### config.mk
export PLATFORM = sky130hd
export DESIGN_NAME = elastic_fifo_dataless
export DESIGN_NICKNAME = d
export VERILOG_FILES = /design/src/rtl/handshake_pkg.sv /design/src/rtl/occupancy_counter.sv /design/src/rtl/elastic_fifo_dataless.sv
export SDC_FILE = /design/constraint.sdc
export NUM_CORES = 1
export LEC_CHECK = 0
export ABC_AREA = 1
export CORE_AREA = 2 2 39 41
export CTS_CLUSTER_SIZE = 8
export DETAILED_ROUTE_END_ITERATION = 8
export DIE_AREA = 0 0 41 43
export PLACE_DENSITY = 0.47
export SETUP_SLACK_MARGIN = 0.4
export SYNTH_ARGS = -nofsm -noshare
export SYNTH_HDL_FRONTEND = slang
export SYNTH_SLANG_ARGS = --single-unit
### constraint.sdc
create_clock -name clk -period 3.5 [get_ports clk]
set_clock_uncertainty 0.15 [all_clocks]
set_input_delay 0.7 -clock clk [delete_from_list [all_inputs] [get_ports clk]]
set_output_delay 0.7 -clock clk [all_outputs]
set_load 0.05 [all_outputs]
### src/rtl/handshake_pkg.sv
// Shared handshake types for the dataless FIFO and the non-deterministic wire.
package handshake_pkg;

  typedef enum logic [1:0] {
    EMPTY   = 2'd0,
    PARTIAL = 2'd1,
    FULL    = 2'd2
  } fifo_state_t;

  typedef enum logic {
    SLEEPING = 1'b0,
    RUNNING  = 1'b1
  } nd_state_t;

  // Occupancy class implied by a count; used to cross-check the state register.
  function automatic fifo_state_t state_of_count(input int unsigned cnt, input int unsigned max);
    if (cnt == 0) begin
      return EMPTY;
    end else if (cnt == max) begin
      return FULL;
    end else begin
      return PARTIAL;
    end
  endfunction

endpackage

### src/rtl/occupancy_counter.sv
// Saturating up/down counter holding the FIFO occupancy (0..MAX).
module occupancy_counter #(
  parameter int unsigned MAX = 4,
  parameter int unsigned W   = $clog2(MAX + 1)
) (
  input  logic         clk,
  input  logic         rst,
  input  logic         inc,
  input  logic         dec,
  output logic [W-1:0] cnt,
  output logic         is_zero,
  output logic         is_max
);

  logic [W-1:0] cnt_q, cnt_d;

  assign cnt     = cnt_q;
  assign is_zero = (cnt_q == '0);
  assign is_max  = (cnt_q == W'(MAX));

  // Next count: simultaneous inc/dec cancel; saturate at both ends.
  always_comb begin
    cnt_d = cnt_q;
    if (inc && !dec && !is_max) begin
      cnt_d = cnt_q + W'(1);
    end else if (dec && !inc && !is_zero) begin
      cnt_d = cnt_q - W'(1);
    end
  end

  // Count register, cleared asynchronously.
  always_ff @(posedge clk or posedge rst) begin
    if (rst) begin
      cnt_q <= '0;
    end else begin
      cnt_q <= cnt_d;
    end
  end

endmodule

### src/rtl/elastic_fifo_dataless.sv
// Dataless elastic FIFO: tracks up to NUM_SLOTS handshake tokens as a count.
// Both valid and ready come from registered state only, so there is no
// combinational path between the two sides.
// Optional macro ELASTIC_FIFO_DATALESS_ASSERT_EN compiles in protocol assertions.
module elastic_fifo_dataless
  import handshake_pkg::*;
#(
  parameter int NUM_SLOTS = 4,
  parameter int CNT_W     = $clog2(NUM_SLOTS + 1)
) (
  input  logic             clk,
  input  logic             rst,
  input  logic             ins_valid,
  output logic             ins_ready,
  output logic             outs_valid,
  input  logic             outs_ready,
  output logic [CNT_W-1:0] count
);

  if (NUM_SLOTS < 1) begin : g_bad_slots
    $error("elastic_fifo_dataless: NUM_SLOTS must be >= 1");
  end

  logic        in_xfer, out_xfer;
  logic        cnt_zero, cnt_max;
  fifo_state_t state_q, state_d;

  occupancy_counter #(
    .MAX (NUM_SLOTS),
    .W   (CNT_W)
  ) u_occupancy_counter (
    .clk     (clk),
    .rst     (rst),
    .inc     (in_xfer),
    .dec     (out_xfer),
    .cnt     (count),
    .is_zero (cnt_zero),
    .is_max  (cnt_max)
  );

  // Refusing input while full even if the downstream drains this cycle keeps
  // ins_ready independent of outs_ready.
  assign ins_ready  = !rst && !cnt_max;
  assign outs_valid = !cnt_zero;
  assign in_xfer    = ins_valid && ins_ready;
  assign out_xfer   = outs_valid && outs_ready;

  // Next-state: follows the occupancy class of the count after this edge.
  always_comb begin
    state_d = state_q;
    unique case (state_q)
      EMPTY: begin
        if (in_xfer) begin
          state_d = (NUM_SLOTS == 1) ? FULL : PARTIAL;
        end
      end
      PARTIAL: begin
        if (in_xfer && !out_xfer && (count == CNT_W'(NUM_SLOTS - 1))) begin
          state_d = FULL;
        end else if (out_xfer && !in_xfer && (count == CNT_W'(1))) begin
          state_d = EMPTY;
        end
      end
      FULL: begin
        if (out_xfer) begin
          state_d = (NUM_SLOTS == 1) ? EMPTY : PARTIAL;
        end
      end
      default: state_d = EMPTY;
    endcase
  end

  // State register, reset alongside the count.
  always_ff @(posedge clk or posedge rst) begin
    if (rst) begin
      state_q <= EMPTY;
    end else begin
      state_q <= state_d;
    end
  end

`ifdef ELASTIC_FIFO_DATALESS_ASSERT_EN
  a_count_bound : assert property (@(posedge clk) disable iff (rst)
    count <= CNT_W'(NUM_SLOTS));

  a_state_match : assert property (@(posedge clk) disable iff (rst)
    state_q == state_of_count(32'(count), NUM_SLOTS));

  a_outs_hold : assert property (@(posedge clk) disable iff (rst)
    outs_valid && !outs_ready |=> outs_valid);

  m_ins_hold : assume property (@(posedge clk) disable iff (rst)
    ins_valid && !ins_ready |=> ins_valid);

  a_no_xfer_in_rst : assert property (@(posedge clk)
    rst |-> !in_xfer && !out_xfer);
`endif

endmodule

# After elaboration in Yosys (flattened, before gate mapping)
# Cells that the tools add are included.
# Widths: inputs -> output; s select.
word_totals:
  ff_bits: 3
  input_bits: 4
  word_cells: 20
op_classes:
  n_addsub: 2
  eq_ne: 1
  mux: 2
  n_reduce_logical: 14
ops:
  columns: ["op", "n"]
  rows:
  - ["$logic_and 1x1->1", 7]
  - ["$mux 3", 2]
  - ["$logic_not 1->1", 5]
  - ["$add 3x1->3 const B", 1]
  - ["$eq 3x3->1 const B", 1]
  - ["$logic_not 3->1", 1]
  - ["$sub 3x1->3 const B", 1]
  - ["$reduce_bool 2->1", 1]

# Longest topological paths before layout
# Gate-level depths: netlist (run 1).
logic_depth:
  word_depth: 9
  depth_mapped: 10
  mapped_depth_nobuf: 10

# Modules after synthesis
# From an unflattened synthesis (run 1), not the netlist that was laid out.
unflattened:
  hier_cells: 41
  hier_area_um2: 265.3
by_module_without_submodules:
  columns: ["module", "instances", "cells_each", "area_per_inst_um2", "seq_area_each_um2"]
  rows:
  - ["occupancy_counter", 1, 32, 226.5, 75.1]
  - ["elastic_fifo_dataless", 1, 9, 38.8, 0.0]

# Worst setup path before layout (run 1)
# OpenSTA, ideal clock, no wires.
synth_timing:
  path_kind: "reg-to-reg"
  from: "reg u_occupancy_counter.cnt_q[0] (netlist: u_occupancy_counter.cnt[0])"
  to: "reg u_occupancy_counter.cnt_q[2] (netlist: u_occupancy_counter.cnt[2])"
  setup_time_ps: 120
  arrival_ps: 2261
  t_required_ps: 3230
  setup_slack_ps: 969
  stages_incl_launch_ff: 9
  n_path_buf: 0
  period_less_slack_ps: 2531
  path_cell_list: "dfrtp_1 nor2_2 a21oi_2 nand3_4 fa_1 inv_1 nand2_2 nand3_1 nand2_1"
synth_between:
  elab_chain_cells: 8
synth_lines:
  columns: ["item", "line", "rtl"]
  rows:
  - ["from (decl)", "occupancy_counter.sv:15", "logic [W-1:0] cnt_q, cnt_d;"]
  - ["from (signal assigned)", "occupancy_counter.sv:36", "cnt_q <= cnt_d;"]
  - ["$eq 3x3->1 *", "occupancy_counter.sv:19", "assign is_max = (cnt_q == W'(MAX));"]
  - ["$logic_not 1->1 *", "elastic_fifo_dataless.sv:43", "assign ins_ready = !rst && !cnt_max;"]
  - ["$logic_and 1x1->1 *", "elastic_fifo_dataless.sv:43", null]
  - ["via ins_ready", "elastic_fifo_dataless.sv:14", "output logic ins_ready,"]
  - ["$logic_and 1x1->1 *", "elastic_fifo_dataless.sv:45", "assign in_xfer = ins_valid && ins_ready;"]
  - ["$logic_not 1->1", "occupancy_counter.sv:26", "end else if (dec && !inc && !is_zero) begin"]
  - ["$logic_and 1x1->1", null, null]
  - ["$logic_and 1x1->1", "occupancy_counter.sv:26", null]
  - ["$reduce_bool 2->1 (no source line)", null, null]
# Mark *: on every way through the listed nets, which the timed path passes. The rest lies on a longest branch. The select of a mux whose other input is x is not followed.
# A chain may end at the register's enable or synchronous reset.

# Worst setup path after layout (run 1)
layout_timing:
  from: "in rst"
  to: "out ins_ready"
layout_between:
  elab_chain_cells: 2
layout_lines:
  columns: ["item", "line", "rtl"]
  rows:
  - ["from (decl)", "elastic_fifo_dataless.sv:12", "input logic rst,"]
  - ["$logic_not 1->1 (no source line)", null, null]
  - ["$logic_and 1x1->1", "elastic_fifo_dataless.sv:43", null]
  - ["to (decl)", "elastic_fifo_dataless.sv:14", null]
# Every way passes these cells.

==> flow_metrics.tcl, run 1 <==
set metrics [dict create \
    clk_path_buf_depth 2 \
    grt_max_degree 6 \
    seqCellArea_um2 75.1 \
    pwr-share-comb_pct 66.4 \
    vdd_drop_max_uv 216 \
    worst_path_most_repeated_cell "clkdlybuf4s50_1" \
    grt_setup_unrepaired "false" \
    synth_top_area_share_pct 31.1 \
    final_nets 48 \
    min_path_type "register to register" \
    num_rows 14 \
    dieArea_um2 1760 \
    globalplace.congestion 0.644 \
    port_buffers 8 \
    drive_above_1_share_pct 28.6 \
    antenna_cells 0 \
    multi_input_area_um2 148 \
    max-cap-violations 0 \
    yosysSeqAreaShare_pct 31.1 \
    routed_wl_um 481 \
    path_class "input pin to output port" \
    p_sw_share_pct 54.0 \
    synth_ff_type "dfrtp_1" \
    remaining_drc_errors 0 \
    clkSinkCount 3 \
    ys_types 11 \
    die_w_um 41 \
    fin_tns_setup_ns 0 \
    drtIter0Drc 3 \
    sequentialPowerShare_pct 19.4 \
    synth_area_per_cell_um2 8.05 \
    power_leakage_nw 0.178 \
    place_hpwl_um 414 \
    worstPathMaxFanout 2 \
    syn_inst 30 \
    synth_commonest_cells "nand2_1, inv_1, nand3_1" \
    grt_pass1_vias 229 \
    grt_pass1_wl_um 876 \
    syn_area_um2 241 \
    status "complete, no violations" \
    drv_slew 0 \
    slowest_delay_ns 0.83 \
    tritoncts "built" \
    place_area_um2 342 \
    vias_per_cell 3.72 \
    first_pass_iters 2 \
    initial_core_util_pct 17.5 \
    cp-end-kind "output port" \
    htree_levels 1 \
    gr-total-overflow 0 \
    async_flop_share_pct 100 \
    worst_skew_pair.late_latency_ns 0.23 \
    p_sw_w 0.000224 \
    cts-root-buf "clkbuf_4" \
    gr-usage-met3_pct 1.57 \
    ys_top_cells_by_area "dfrtp_1, nand2_1, nand2_4" \
    critPathRequiredTime_ns 2.65 \
    largest_reg_flops 3 \
    hold_violations 0 \
    io-pin-count 9 \
    vias 216 \
    top_usage_layer "met2" \
    path_cells "clkdlybuf4s50_1, a21oi_2, clkdlybuf4s50_1" \
    nFillCells 165 \
    synthMostInstantiatedCell "nand2_1" \
    synth_top_area_cell "dfrtp_1" \
    holdWs_ns 0.433 \
    cts-resized-gates 0 \
    grt.met2_usage_pct 11.3 \
    antenna_found_initial 0 \
    internal_power_w 0.000191 \
    tightest_slew_ns 0.490 \
    die_h_um 43 \
    core-area_um2 1380 \
    crit_slowest_cell "clkdlybuf4s50_1" \
    fmax_ghz 0.333 \
    crit_arrival_ns 2.15 \
    clk_pin_slew_ns 0.04 \
    ys_ff_latch 3 \
    use_met1_pct 8.85 \
    period_share_pct 85.8 \
    ys_warn_count 0 \
    syn_nets 35 \
    powerDensity_nw_per_um2 1130 \
    worstSetupStartpointType "input pin" \
    finalCriticalPeriod_ns 3.00 \
    cts_hold_buf 0 \
    drt-wirelength-per-cell_um 8.29 \
    setup_viol 0 \
    grt_usage_pct 7.58 \
    numCtsBuffers 3 \
    synth_edf_count 0 \
    clock_power_share_pct 14.2 \
    max-slew-margin-rel_pct 67.2 \
    fin_area_um2 368 \
    area.growth.synth_to_final_pct 52.3 \
    ant_nets 0 \
    cts_setup_buffers 0 \
]
==> through the flow <==
step	setup slack (ns)	util, %	total power [W]	cells
3_5_place_dp	0.484	24.7	0.000361	54
3_3_place_gp	0.512	24.7	0.000360	54
5_1_grt	0.436	26.6	0.000453	58
6_report	0.496	26.6	0.000414	58
4_1_cts	0.483	26.6	0.000423	58
2_1_floorplan	0.969	-	0.000281	30
==> path summary, 6_finish.rpt <==
path / start / endpoint / slack (ns) / cells after the start
min in group asynchronous: rst / u_occupancy_counter.cnt[2] / 0.56 / 2
min: u_occupancy_counter.cnt[2] / u_occupancy_counter.cnt[2] / 0.43 / 2
min reg2reg: u_occupancy_counter.cnt[2] / u_occupancy_counter.cnt[2] / 0.43 / 2
max in group asynchronous: rst / u_occupancy_counter.cnt[0] / 2.49 / 2
max: rst / ins_ready / 0.50 / 3
max reg2reg: u_occupancy_counter.cnt[0] / u_occupancy_counter.cnt[2] / 1.63 / 9
==> metal layers <==
metal  share of wire, %  vias to the layer above
met4                  0                        0
met2                 57                        3
li1                   -                      115
met3                4.2                        0
met1                 39                       98
met5                  0                        -
==> power groups by stage <==
| stage | registers (W) | clock network (W) | logic, W |
|---|---|---|---|
| finish | 0.0000803 | 0.0000588 | 0.000275 |
| global route | 0.0000875 | 0.0000654 | 0.000300 |
| CTS | 0.0000815 | 0.0000626 | 0.000279 |
| detailed placement | 0.0000820 | 0 | 0.000279 |
| global placement | 0.0000825 | 0 | 0.000278 |
| floorplan | 0.000139 | 0 | 0.000143 |
==> placed cells by master (no fill, tap or decap) <==
cell and instances:
nand2_1 9, clkdlybuf4s50_1 8, inv_1 4, nand3_1 4, nand2_2 3, clkbuf_4 3, dfrtp_1 3, nand2_4 2
nor2_2 1, a21oi_2 1, nand3_4 1, inv_2 1, fa_1 1, clkbuf_1 1
==> kinds of logic (layout without fill, tap and decap cells) <==
logic type	Yosys count	count (layout)	synth area share, %
simple gates	20	20	49.2
flops	3	3	31.1
buf+inv	5	17	7.77
compound gates	1	1	3.63
fa+ha+maj	1	1	8.29
==> final cells by class <==
cell class	instances	area share (%)
multi-input combinational	22	40.1
clock buffer	4	7.14
timing repair buffer	8	21.8
sequential	3	20.4
tap	16	5.44
inverter	5	5.10
==> critical path, delay by kind of cell <==
| kind | cells | cell delay (ns) |
|---|---|---|
| AO/OA/AOI/OAI | 1 | 0.19 |
| buffers and inverters | 2 | 1.26 |
(Power assumes the default switching activity.)
==> run 2, diff against run 1 <==
SLEW_MARGIN = 20   (was not set)
==> results of run 2 <==
Final layout, timing and power as in run 1 (identical DEF).
